### src/rtl/blowfish_pkg.sv
// blowfish_pkg: FSM states, S-box offsets and the Blowfish F-function shared by the engine and its bench
package blowfish_pkg;
    typedef enum logic [2:0] {IDLE, XP, SB, FR, OUT} state_t;
    localparam int S0_OFF = 0;
    localparam int S1_OFF = 256;
    localparam int S2_OFF = 512;
    localparam int S3_OFF = 768;
    function automatic logic [31:0] bf_f(input logic [31:0] a, input logic [31:0] b, input logic [31:0] c, input logic [31:0] d);
        return ((a + b) ^ c) + d;
    endfunction
endpackage

### src/rtl/blowfish_round_ctrl.sv
// blowfish_round_ctrl: round counter and P-array address generation (first, next, final pair) for encrypt/decrypt; load/step/decrypt in, last and addresses out
module blowfish_round_ctrl #(
    parameter int ADDR_W = 12,
    parameter int ROUNDS = 16,
    parameter int P_ARRAY_OFFSET = 4000
) (
    input  logic              clk,
    input  logic              reset_l,
    input  logic              load,
    input  logic              step,
    input  logic              decrypt,
    output logic              last,
    output logic [ADDR_W-1:0] first_addr,
    output logic [ADDR_W-1:0] next_addr,
    output logic [ADDR_W-1:0] fin_addr_a,
    output logic [ADDR_W-1:0] fin_addr_b
);
    logic [3:0] cnt;
    logic       dec_q;

    function automatic logic [ADDR_W-1:0] p_addr(input logic dec, input int k);
        return ADDR_W'(P_ARRAY_OFFSET + (dec ? ROUNDS + 1 - k : k));
    endfunction

    always_ff @(posedge clk) begin
        if (!reset_l) begin
            cnt   <= '0;
            dec_q <= 1'b0;
        end else if (load) begin
            cnt   <= '0;
            dec_q <= decrypt;
        end else if (step) begin
            cnt   <= cnt + 4'd1;
        end
    end

    always_comb begin
        last       = cnt == 4'(ROUNDS - 1);
        first_addr = p_addr(decrypt, 0);
        next_addr  = p_addr(dec_q, int'(cnt) + 1);
        fin_addr_a = p_addr(dec_q, ROUNDS + 1);
        fin_addr_b = p_addr(dec_q, ROUNDS);
    end
endmodule

### src/rtl/blowfish_engine.sv
// blowfish_engine: iterative Blowfish block engine; start/decrypt/L/R in, ready/resultL/resultR/done out, addr/cs/we/oe out and data in for read-only SRAM ports A and B
module blowfish_engine
    import blowfish_pkg::*;
#(
    parameter int ADDR_W = 12,
    parameter int ROUNDS = 16,
    parameter int P_ARRAY_OFFSET = 4000,
    parameter int S_BASE = 0
) (
    input  logic              clk,
    input  logic              reset_l,
    input  logic              start,
    input  logic              decrypt,
    input  logic [31:0]       L,
    input  logic [31:0]       R,
    output logic              ready,
    output logic [31:0]       resultL,
    output logic [31:0]       resultR,
    output logic              done,
    output logic [ADDR_W-1:0] addr_a,
    output logic [ADDR_W-1:0] addr_b,
    input  logic [31:0]       data_a,
    input  logic [31:0]       data_b,
    output logic              cs_a_l,
    output logic              cs_b_l,
    output logic              we_a_l,
    output logic              we_b_l,
    output logic              oe_a_l,
    output logic              oe_b_l
);
    state_t            state;
    logic [31:0]       l_q, r_q, f_q, xl;
    logic              accept, last;
    logic [ADDR_W-1:0] first_addr, next_addr, fin_addr_a, fin_addr_b;

    blowfish_round_ctrl #(
        .ADDR_W(ADDR_W),
        .ROUNDS(ROUNDS),
        .P_ARRAY_OFFSET(P_ARRAY_OFFSET)
    ) u_ctrl (
        .clk(clk),
        .reset_l(reset_l),
        .load(accept),
        .step(state == FR && !last),
        .decrypt(decrypt),
        .last(last),
        .first_addr(first_addr),
        .next_addr(next_addr),
        .fin_addr_a(fin_addr_a),
        .fin_addr_b(fin_addr_b)
    );

    assign ready  = state == IDLE;
    assign we_a_l = 1'b1;
    assign we_b_l = 1'b1;
    assign oe_a_l = 1'b0;
    assign oe_b_l = 1'b0;

    always_comb begin
        accept = state == IDLE && start;
        xl     = l_q ^ data_a;
        cs_a_l = !(accept || state == XP || state == SB || state == FR);
        cs_b_l = !(state == XP || state == SB || (state == FR && last));
        addr_a = state == XP ? ADDR_W'(S_BASE + S0_OFF + int'(xl[31:24])) :
                 state == SB ? ADDR_W'(S_BASE + S2_OFF + int'(l_q[15:8])) :
                 state == FR ? (last ? fin_addr_a : next_addr) : first_addr;
        addr_b = state == XP ? ADDR_W'(S_BASE + S1_OFF + int'(xl[23:16])) :
                 state == SB ? ADDR_W'(S_BASE + S3_OFF + int'(l_q[7:0])) : fin_addr_b;
    end

    always_ff @(posedge clk) begin
        if (!reset_l) begin
            state   <= IDLE;
            done    <= 1'b0;
            resultL <= '0;
            resultR <= '0;
            l_q     <= '0;
            r_q     <= '0;
            f_q     <= '0;
        end else begin
            done <= 1'b0;
            case (state)
                IDLE: if (start) begin
                    l_q   <= L;
                    r_q   <= R;
                    state <= XP;
                end
                XP: begin
                    l_q   <= xl;
                    state <= SB;
                end
                SB: begin
                    f_q   <= data_a + data_b;
                    state <= FR;
                end
                FR: begin
                    l_q   <= r_q ^ bf_f(f_q, 32'd0, data_a, data_b);
                    r_q   <= l_q;
                    state <= last ? OUT : XP;
                end
                OUT: begin
                    resultL <= r_q ^ data_a;
                    resultR <= l_q ^ data_b;
                    done    <= 1'b1;
                    state   <= IDLE;
                end
                default: state <= IDLE;
            endcase
        end
    end
endmodule

### config.mk
export PLATFORM = sky130hd
export DESIGN_NAME = blowfish_engine
export DESIGN_NICKNAME = d
export VERILOG_FILES = /design/src/rtl/blowfish_pkg.sv /design/src/rtl/blowfish_round_ctrl.sv /design/src/rtl/blowfish_engine.sv
export SDC_FILE = /design/constraint.sdc
export NUM_CORES = 1
export LEC_CHECK = 0
export BUFFER_PORTS_ARGS = -buffer_cell sky130_fd_sc_hd__buf_2
export CAP_MARGIN = 20
export CORE_MARGIN = 3
export CORE_UTILIZATION = 62
export CTS_BUF_LIST = sky130_fd_sc_hd__clkbuf_2 sky130_fd_sc_hd__clkbuf_4 sky130_fd_sc_hd__clkbuf_8
export DETAILED_ROUTE_END_ITERATION = 6
export PLACE_DENSITY = 0.88
export SYNTH_ARGS = -nofsm -noshare
export SYNTH_HDL_FRONTEND = slang
export SYNTH_HIERARCHICAL = 1
export SYNTH_SLANG_ARGS = --single-unit
### constraint.sdc
create_clock -name clk -period 4.61 [get_ports clk]
set_input_delay 0.2305 -clock clk [delete_from_list [all_inputs] [get_ports clk]]
set_output_delay 0.2305 -clock clk [all_outputs]
set_load 0.03 [all_outputs]
==> flow_summary.json <==
{
  "vias_per_cell": 6.11,
  "synthTopCellsByArea": "dfxtp_1 (28%), xnor2_1 (10%), a211oi_1 (7.8%), ha_1 (6.8%), nor2_1 (6.1%)",
  "slowest_stage": "nor2_2",
  "p_int_mw": 2.68,
  "netlist_area_um2": 12300,
  "wirelength_um": 37700,
  "fin_ws_ps": 852,
  "synth-seq-cells": 169,
  "synth_async_sr_flop_share": 0,
  "hold_viol": 0,
  "hold_buffers": 0,
  "pwr-share-comb": 0.355,
  "fp-row-count": 50,
  "power_density_nw_per_um2": 316,
  "cts_tree": "yes",
  "seqPwrFrac": 0.384,
  "numCtsBuffers": 17,
  "crit_required_ps": 4380,
  "yosys_warnings": 6,
  "setup_viol": 0,
  "synth_top_area_share": 0.276,
  "synth_edf_count": 0,
  "final_net_count": 1903,
  "overflow": 0,
  "post-route-period-util": 0.815,
  "portBuffers": 222,
  "postCtsSetupBuffers": 0,
  "track_usage": 0.336,
  "layout_min_cycle_time_ps": 3760,
  "crit_arrival_ps": 3530,
  "power.switching_mw": 1.67,
  "ir_worst_vdd_uv": 238,
  "tns_ps": 0,
  "drt-initial-drc-count": 1158,
  "rsz0062_at_grt": "false",
  "timing.fmax_mhz": 266,
  "synthCells": 1545,
  "h-tree-depth": 4,
  "wl_per_cell_um": 19.1,
  "place_hpwl_um": 27600,
  "p_total_mw": 4.35,
  "initial_core_util": 0.643,
  "cts_root_buffer": "clkbuf_8",
  "cp-start-kind": "flip-flop",
  "relSlewSlack": 0.212,
  "drc": 0,
  "path_clk_slew_ps": 110,
  "drv_cap": 0,
  "ant_nets": 0,
  "final_core_util": 0.720,
  "cts.path.max_buffers": 2,
  "insertion_delay_ps": 480,
  "fp.dieH_um": 147,
  "clkPwrFrac": 0.261,
  "met1_usage": 0.455,
  "dr.pass1.iters": 7,
  "outcome": "completed",
  "ys_types": 74,
  "avgSynthCellArea_um2": 7.95,
  "cp_max_fo": 25,
  "fp.dieW_um": 147,
  "grt_use_met2": 0.541,
  "skew_ps": 14.1,
  "ys_dominant_reg_cell": "dfxtp_1",
  "route.vias.total": 12100,
  "netlist.top_cell.by_area": "dfxtp_1",
  "place.gp.congestion": 0.978,
  "busiest_layer": "met2",
  "fp.dieArea_um2": 21500,
  "seq_area_frac_synth": 0.276,
  "tightest_slew_ps": 1170,
  "grt_pass1_wl_um": 59100,
  "swShare": 0.384,
  "gr-usage-met3": 0.0484,
  "drive_above_1_share": 0.175,
  "crit_chain": "inv_2 -> nor2_2 -> nor2_1 -> a211oi_1 -> a21oi_1 -> o21ai_0 -> buf_2",
  "maxSlewViolCount": 0,
  "cts_num_sinks": 169,
  "core_um2": 19100,
  "hold_path_class": "primary input to flip-flop",
  "leakage_nw": 5.80,
  "first_global_vias": 11300,
  "antenna_found_initial": 1,
  "grt_max_degree": 67,
  "syn2layout_area_growth_pct": 11.9,
  "endpoint_kind": "output port",
  "cp_slowest_stage_delay_ps": 910,
  "place_ws_ps": 1290,
  "ios": 228,
  "post_cts_resized": 0,
  "critical_path_class": "flip-flop to output port"
}
==> power groups by stage <==
stage	combinational, mW	clock, mW	sequential [mW]
finish	1.54	1.13	1.67
global route	1.66	1.19	1.68
CTS	1.51	1.14	1.67
detailed placement	1.49	0	1.70
global placement	1.45	0	1.70
floorplan	1.14	0	1.65
==> final timing paths <==
kind	start	to	slack, ps	cells after the start
setup / recovery	state[1]	addr_a[6]	850	7
setup reg to reg	f_q[0]	l_q[28]	1300	12
hold / removal	L[7]	l_q[7]	30	3
hold reg to reg	f_q[3]	f_q[3]	470	2
==> through the flow <==
step           cell area [um2]  std cells  hold slack (ps)
4_1_cts                  13700       1974             18.5
2_1_floorplan            12400       1581              359
3_3_place_gp             13300       1942              452
5_1_grt                  13700       1975             30.6
6_report                 13700       1976             25.7
3_5_place_dp             13300       1942              459
==> metal layers <==
layer	wire length, um	up-vias
met1	15700	5580
met3	3790	95
met2	16900	673
met4	1350	0
met5	0	-
li1	-	5719
==> worst max-delay path, delay by kind of cell (launching register included) <==
| kind | cells | cell delay (ps) |
|---|---|---|
| buf+inv | 2 | 640 |
| simple gates | 2 | 1000 |
| flops | 1 | 870 |
| compound gates | 3 | 540 |
==> layout by cell type, fill, tap and decap left out, types with 5 or more instances in the layout <==
cell / synthesis / layout
xor2_1: 68 / 68
nor3_1: 26 / 24
dfxtp_1: 169 / 169
nand4_1: 12 / 12
nor2b_1: 13 / 13
buf_4: 46 / 16
a21oi_1: 115 / 115
nor2_1: 198 / 197
conb_1: 4 / 40
mux2i_1: 48 / 48
o211ai_1: 18 / 18
xnor2_1: 143 / 143
clkbuf_8: 0 / 18
inv_1: 18 / 18
nand2b_1: 9 / 9
a31oi_1: 22 / 22
o21a_1: 8 / 8
o21bai_1: 6 / 6
o21ai_0: 53 / 53
and2_1: 7 / 6
nand2_1: 126 / 125
a21o_1: 29 / 29
a211oi_1: 127 / 127
buf_2: 7 / 222
ha_1: 67 / 67
and3_1: 10 / 10
o21ai_1: 10 / 10
or3_1: 5 / 5
nand3_1: 25 / 25
==> cell usage after synthesis (all sizes together), types with 29 or more instances <==
master,count
a21oi,116
clkbuf,77
nor2,198
xor2,68
nand2,127
buf,61
a211oi,127
dfxtp,169
xnor2,143
mux2i,48
o21ai,63
a21o,29
ha,67
==> final cells by class <==
cell class                 instances  area (um2)
timing repair buffer             240        1270
tap                              260         325
sequential                       169        3380
clock inverter                    14         161
antenna                            1        2.50
fill                            1586        5350
clock buffer                      18         248
multi-input combinational       1254        8270
inverter                          20        77.6
==> cells by family (layout without fill, tap and decap cells) <==
kind of cell,after synthesis,in the layout,share of synthesized area
AOI/OAI and AO/OA,439,439,0.240
xor gates and xnor gates,211,211,0.151
adders and majority gates,69,69,0.0715
buffers and inverters,158,292,0.0631
DFF,169,169,0.276
muxes,49,49,0.0400
other,4,41,0.00122
and+or+nand+nor,446,446,0.158
==> sequential cells by signal, summed over array words and instances (netlist names) <==
name,count
l_q,32
r_q,32
resultR,32
done,1
u_ctrl/dec_q,1
state,3
f_q,32
resultL,32
u_ctrl/cnt,4
(Power assumes the default switching activity.)
